===== src/rtl/alu_pkg.sv =====
// Shared definitions for the sequential ALU / BCD display path:
// opcodes, display-select encodings and the controller state type.
package alu_pkg;

  localparam logic [2:0] OP_ADD   = 3'b000;
  localparam logic [2:0] OP_SUB   = 3'b001;
  localparam logic [2:0] OP_AND   = 3'b010;
  localparam logic [2:0] OP_OR    = 3'b011;
  localparam logic [2:0] OP_XOR   = 3'b100;
  localparam logic [2:0] OP_NOT   = 3'b101;
  localparam logic [2:0] OP_MUL   = 3'b110;
  localparam logic [2:0] OP_PASSB = 3'b111;

  localparam logic [1:0] SEL_RES = 2'b00;
  localparam logic [1:0] SEL_A   = 2'b01;
  localparam logic [1:0] SEL_B   = 2'b10;
  localparam logic [1:0] SEL_OP  = 2'b11;

  typedef enum logic [1:0] {
    IDLE    = 2'd0,
    EXEC    = 2'd1,
    CONVERT = 2'd2,
    DONE    = 2'd3
  } state_t;

endpackage


===== src/rtl/bin2bcd_seq.sv =====
// Sequential double-dabble converter: one add-3/shift step per cycle.
// load seeds the shift register and step counter; last is high while the
// step about to be taken is the final one.
module bin2bcd_seq #(
  parameter int WIDTH  = 4,
  parameter int DIGITS = 3
) (
  input  logic                  clk,
  input  logic                  load,
  input  logic [WIDTH-1:0]      value,
  input  logic                  step,
  output logic [4*DIGITS-1:0]   bcd,
  output logic                  last
);

  localparam int CW = $clog2(WIDTH + 1);

  logic [4*DIGITS-1:0]       r_bcd;
  logic [WIDTH-1:0]          r_bin;
  logic [CW-1:0]             r_cnt;
  logic [4*DIGITS-1:0]       w_adj;
  logic [4*DIGITS+WIDTH-1:0] w_next;

  // Add 3 to every digit that would reach 10 or more after doubling.
  function automatic logic [4*DIGITS-1:0] dabble_adjust(input logic [4*DIGITS-1:0] d);
    logic [4*DIGITS-1:0] r;
    r = d;
    for (int i = 0; i < DIGITS; i++) begin
      if (d[4*i +: 4] >= 4'd5) r[4*i +: 4] = d[4*i +: 4] + 4'd3;
    end
    return r;
  endfunction

  assign w_adj  = dabble_adjust(r_bcd);
  assign w_next = {w_adj, r_bin} << 1;

  // Shift register and step counter; the binary MSB feeds digit 0 LSB.
  always_ff @(posedge clk) begin
    if (load) begin
      r_bcd <= '0;
      r_bin <= value;
      r_cnt <= CW'(WIDTH);
    end else if (step) begin
      r_bcd <= w_next[4*DIGITS+WIDTH-1:WIDTH];
      r_bin <= w_next[WIDTH-1:0];
      r_cnt <= r_cnt - CW'(1);
    end
  end

  assign bcd  = r_bcd;
  assign last = (r_cnt == CW'(1));

endmodule


===== src/rtl/alu_bcd_seq.sv =====
// Sequential ALU with packed-BCD result display.
// start latches operands; one cycle executes the ALU, WIDTH cycles run the
// double-dabble converter, and a done pulse publishes y and the flags.
// Optional feature macro: MUL_EN (op 110 becomes an unsigned multiply;
// without it op 110 yields zero and no multiplier is built).
module alu_bcd_seq
  import alu_pkg::*;
#(
  parameter int WIDTH  = 4,
  parameter int DIGITS = 3
) (
  input  logic                clk,
  input  logic                rst,
  input  logic                start,
  input  logic [WIDTH-1:0]    a,
  input  logic [WIDTH-1:0]    b,
  input  logic [2:0]          op,
  input  logic                cin,
  input  logic [1:0]          select,
  output logic                busy,
  output logic                done,
  output logic [4*DIGITS-1:0] y,
  output logic                carry_out,
  output logic                overflow
);

  state_t              r_state;
  logic [WIDTH-1:0]    r_a;
  logic [WIDTH-1:0]    r_b;
  logic [2:0]          r_op;
  logic                r_cin;
  logic [1:0]          r_sel;
  logic                r_carry;
  logic                r_ovf;
  logic [4*DIGITS-1:0] r_y;
  logic                r_carry_out;
  logic                r_ovf_out;
  logic                r_done;

  logic [WIDTH:0]      w_sum;
  logic [WIDTH-1:0]    w_res;
  logic                w_c;
  logic                w_v;
  logic [WIDTH-1:0]    w_sel_val;
  logic [4*DIGITS-1:0] w_bcd;
  logic                w_last;
  logic                w_load;
  logic                w_step;
`ifdef MUL_EN
  logic [2*WIDTH-1:0]  w_prod;
`endif

  // ALU on the latched operands; flags describe the operation only.
  always_comb begin
    w_sum = '0;
    w_res = '0;
    w_c   = 1'b0;
    w_v   = 1'b0;
`ifdef MUL_EN
    w_prod = '0;
`endif
    case (r_op)
      OP_ADD: begin
        w_sum = {1'b0, r_a} + {1'b0, r_b} + {{WIDTH{1'b0}}, r_cin};
        w_res = w_sum[WIDTH-1:0];
        w_c   = w_sum[WIDTH];
        w_v   = (r_a[WIDTH-1] == r_b[WIDTH-1]) && (w_res[WIDTH-1] != r_a[WIDTH-1]);
      end
      OP_SUB: begin
        // carry set means no borrow (a >= b)
        w_sum = {1'b0, r_a} + {1'b0, ~r_b} + (WIDTH+1)'(1);
        w_res = w_sum[WIDTH-1:0];
        w_c   = w_sum[WIDTH];
        w_v   = (r_a[WIDTH-1] != r_b[WIDTH-1]) && (w_res[WIDTH-1] != r_a[WIDTH-1]);
      end
      OP_AND:   w_res = r_a & r_b;
      OP_OR:    w_res = r_a | r_b;
      OP_XOR:   w_res = r_a ^ r_b;
      OP_NOT:   w_res = ~r_a;
      OP_PASSB: w_res = r_b;
      OP_MUL: begin
`ifdef MUL_EN
        w_prod = {{WIDTH{1'b0}}, r_a} * {{WIDTH{1'b0}}, r_b};
        w_res  = w_prod[WIDTH-1:0];
        w_v    = |w_prod[2*WIDTH-1:WIDTH];
`else
        w_res  = '0;
`endif
      end
      default: w_res = '0;
    endcase
  end

  // Value routed to the converter according to the latched select.
  always_comb begin
    w_sel_val = '0;
    case (r_sel)
      SEL_RES: w_sel_val = w_res;
      SEL_A:   w_sel_val = r_a;
      SEL_B:   w_sel_val = r_b;
      default: w_sel_val = WIDTH'(r_op);
    endcase
  end

  assign w_load = (r_state == EXEC);
  assign w_step = (r_state == CONVERT);

  bin2bcd_seq #(
    .WIDTH  (WIDTH),
    .DIGITS (DIGITS)
  ) u_bcd (
    .clk   (clk),
    .load  (w_load),
    .value (w_sel_val),
    .step  (w_step),
    .bcd   (w_bcd),
    .last  (w_last)
  );

  // Operand latch on accepted start, internal flags captured in EXEC.
  always_ff @(posedge clk) begin
    if (r_state == IDLE && start) begin
      r_a   <= a;
      r_b   <= b;
      r_op  <= op;
      r_cin <= cin;
      r_sel <= select;
    end
    if (r_state == EXEC) begin
      r_carry <= w_c;
      r_ovf   <= w_v;
    end
  end

  // Controller FSM with registered done pulse and displayed outputs.
  always_ff @(posedge clk) begin
    if (rst) begin
      r_state     <= IDLE;
      r_done      <= 1'b0;
      r_y         <= '0;
      r_carry_out <= 1'b0;
      r_ovf_out   <= 1'b0;
    end else begin
      r_done <= 1'b0;
      case (r_state)
        IDLE:    if (start) r_state <= EXEC;
        EXEC:    r_state <= CONVERT;
        CONVERT: if (w_last) r_state <= DONE;
        DONE: begin
          r_y         <= w_bcd;
          r_carry_out <= r_carry;
          r_ovf_out   <= r_ovf;
          r_done      <= 1'b1;
          r_state     <= IDLE;
        end
        default: r_state <= IDLE;
      endcase
    end
  end

  assign busy      = (r_state != IDLE);
  assign done      = r_done;
  assign y         = r_y;
  assign carry_out = r_carry_out;
  assign overflow  = r_ovf_out;

endmodule


===== config.mk =====
export PLATFORM = sky130hd
export DESIGN_NAME = alu_bcd_seq
export DESIGN_NICKNAME = d
export VERILOG_FILES = /design/src/rtl/alu_pkg.sv /design/src/rtl/bin2bcd_seq.sv /design/src/rtl/alu_bcd_seq.sv
export SDC_FILE = /design/constraint.sdc
export NUM_CORES = 1
export LEC_CHECK = 0
export BUFFER_PORTS_ARGS = -buffer_cell sky130_fd_sc_hd__buf_2
export CORE_ASPECT_RATIO = 0.5
export CORE_MARGIN = 2
export CORE_UTILIZATION = 30
export DETAILED_ROUTE_END_ITERATION = 7
export PLACE_DENSITY_LB_ADDON = 0.3
export SLEW_MARGIN = 20
export SYNTH_ARGS = -nofsm -noshare
export SYNTH_HDL_FRONTEND = slang
export SYNTH_SLANG_ARGS = --single-unit
export TNS_END_PERCENT = 50

===== constraint.sdc =====
create_clock -name clk -period 1.8 [get_ports clk]
set_input_delay 0.18 -clock clk [delete_from_list [all_inputs] [get_ports clk]]
set_output_delay 0.18 -clock clk [all_outputs]
set_load 0.05 [all_outputs]

==> results.cfg <==
[detailed_routing]
wl_per_cell_microns = 12.6
finalWirelength_microns = 5830
remaining_drc_errors = 0
via_count = 2108
via_per_inst = 4.56
dr.first_iter.drc_count = 93
drtPass1Iterations = 4
detail-route-antenna-nets = 0

[status]
status = finished with violations
violations = negative setup slack

[worst_hold_path]
hold_path.class = primary input to register
hold_path_end = r_b[2]$_DFFE_PP_
hp-start = b[2]
holdPathStages = 1

[pwr]
vdd_drop_max_uv = 447
p_leak_nw = 1.43
p_per_area_nw_per_um2 = 1290
power_mw = 4.48

[logic_synthesis]
ys_ff_latch = 52
ys_types = 44
syn-num-nets = 335
synthesis.area_sq_um = 2870
ys.warnings.count = 0
netlist_instances = 290
synth_sequential_area_ratio = 0.432
synth.avg_cell_area_sq_um = 9.90

[placed_design]
place_ws_ns = -0.209
place_congestion = 0.817
dpl.cell_count = 451
dpl.hpwl_microns = 4270
io_buffer_count = 32

[timing]
rsz0062_at_grt = yes
hold_ws_ns = 0.0536
fmax_ghz = 0.500
setup_viol = 6
finalWorstSetupSlack_ns = -0.199
worstMarginPinSlew_ns = 0.357
fin_crit_ns = 2.00
skew_ns = 0.00853
post-route-period-util = 1.11
relSlewSlack = 0.761
slew_viol_final = 0
finalHoldViolCount = 0

[critical_path]
worstPathRequired_ns = 1.85
r2r-start = r_b[0]$_DFFE_PP_
reg2reg_depth = 5
arrival_ns = 2.04
critical_path_class = register to register
crit_start = r_b[0]$_DFFE_PP_
end_kind = register
reg2reg_slack_ns = -0.20
r2r_end = u_bcd.r_bin[2]$_DFFE_PP_
path_max_fanout = 3
cp-start-kind = register

[clock_tree]
clk_pin_slew_worst_paths_ns = 0.07
clkLatencyLatePin_ns = 0.30
cts-buffers-inserted = 5
cts_buffer_depth = 2
cts_root_buf = clkbuf_16
numClockSinks = 52
htreeDepth = 2
cts_tree = built
cts_hold_buf = 0

[floorplanning]
dieArea_sq_um = 10400
die_w_microns = 142
start_util = 0.306
die_h_microns = 73.2
design.portCount = 33
fp.coreArea_sq_um = 9380
rows = 25

[finish]
final_cells = 462
final_layout_size_suffix_gt1_frac = 0.235
area_delta_synth_final_pct = 20.9
diodes = 0
fillCellCount = 935
fin_util = 0.370
nets = 385

[global_route]
first_global_vias = 2157
grt_pass1_wl_microns = 10000
track_usage = 0.122
antenna_found_initial = 0
grt_max_degree = 25
grt_overflow = 0

[run]
drv_cap = 0
what timing repair did:
| action | in CTS | in global routing |
|---|---|---|
| pin swaps | 3 | 0 |
| buffers inserted | 2 | 1 |
| cloned | 0 | 0 |
| setup endpoints to repair | 6 | 6 |
| gates resized for setup | 3 | 1 |
synth_stat cells (all sizes together):
library cell	n	share of area
nor3	2	0.0035
o221ai	2	0.0061
o41ai	1	0.0057
xnor2	10	0.030
or2b	1	0.0031
xor2	2	0.0061
mux4	1	0.0078
o21ai	13	0.023
o211ai	3	0.0078
nand3b	2	0.0052
edfxtp	20	0.21
a22oi	2	0.0052
nand3	9	0.016
a21o	3	0.0078
maj3	1	0.0035
a31oi	3	0.0065
or3	1	0.0026
buf	7	0.014
mux2i	22	0.077
fa	3	0.021
o311a	1	0.0035
o21bai	3	0.0078
and3	1	0.0022
a21oi	19	0.034
a211oi	3	0.0078
ha	25	0.11
dfxtp	32	0.22
nor2b	6	0.013
a2111oi	1	0.0031
and2	1	0.0022
nor3b	1	0.0026
a2bb2oi	1	0.0031
nand2b	8	0.017
clkbuf	8	0.014
o22ai	2	0.0044
nand2	15	0.020
inv	23	0.030
nor2	32	0.042
power breakdown:
group	switching, mW	total [mW]	leakage [nW]	internal (mW)
logic	1.03	1.85	0.906	0.813
registers	0.154	1.66	0.450	1.51
clock network	0.454	0.975	0.0714	0.521
total	1.64	4.48	1.43	2.84
worst max-delay path: stages, from the launching register on:
cell      delay (ns)
edfxtp_1        0.44
fa_2            0.41
fa_1            0.43
xor2_1          0.18
o221ai_1        0.19
a31oi_1         0.11
sequential cells by signal, indices dropped and copies added, names as in the netlist:
signal,flops
r_carry,1
u_bcd.bcd,12
u_bcd.r_cnt,3
r_sel,2
y,12
r_a,4
r_op,3
u_bcd.r_bin,4
r_state,2
r_cin,1
overflow,1
r_ovf,1
r_b,4
done,1
carry_out,1
worst max-delay path by stage:
stage	depth (start not counted)	slack, ns	endpoint
after floorplan	7	-0.17	u_bcd.r_bin[1]$_DFFE_PP_
after global placement	7	-0.19	u_bcd.r_bin[1]$_DFFE_PP_
after detailed placement	7	-0.21	u_bcd.r_bin[1]$_DFFE_PP_
after CTS	5	-0.19	u_bcd.r_bin[2]$_DFFE_PP_
after global routing	6	-0.36	u_bcd.r_bin[1]$_DFFE_PP_
final	5	-0.20	u_bcd.r_bin[2]$_DFFE_PP_
stage by stage:
stage | cell area (sq um) | TNS, ns
floorplan | 2890 | -0.314
global placement | 3300 | -0.711
detailed placement | 3300 | -0.884
CTS | 3460 | -0.784
global route | 3470 | -1.57
finish | 3470 | -0.838
metal layers:
layer	track usage	vias up	routed length, microns
met3	0.0269	7	147
li1	-	1091	-
met1	0.140	985	2710
met5	0	-	0
met2	0.224	25	2880
met4	0.0561	0	95
area by class of cell:
cell class                 instances  area (sq um)  area share
tap                              121           151      0.0436
sequential                        52          1240       0.357
timing repair buffer              58           355       0.102
multi-input combinational        200          1490       0.430
clock inverter                     2          15.0     0.00432
inverter                          23          86.3      0.0249
clock buffer                       6           129      0.0371
logic make-up (layout without fill, tap and decap cells):
family / count (synthesis) / after routing / share of synthesized area
simple gates: 79 / 79 / 0.129
compound gates: 57 / 57 / 0.126
flops: 52 / 52 / 0.432
buf+inv: 38 / 89 / 0.0584
fa+ha+maj: 29 / 29 / 0.133
mux: 23 / 23 / 0.0845
xor+xnor: 12 / 12 / 0.0366
cells in the final DEF (no fill, tap or decap), drive strengths merged, types with 3 or more instances in the layout:
| master | n |
|---|---|
| clkbuf | 6 |
| inv | 24 |
| nand3 | 9 |
| fa | 3 |
| o21bai | 3 |
| a21oi | 19 |
| nand2 | 15 |
| nand2b | 8 |
| a31oi | 3 |
| ha | 25 |
| nor2 | 32 |
| edfxtp | 20 |
| a21o | 3 |
| a211oi | 3 |
| o21ai | 13 |
| nor2b | 6 |
| o211ai | 3 |
| mux2i | 22 |
| xnor2 | 10 |
| dfxtp | 32 |
| buf | 58 |
(Power assumes the default switching activity.)
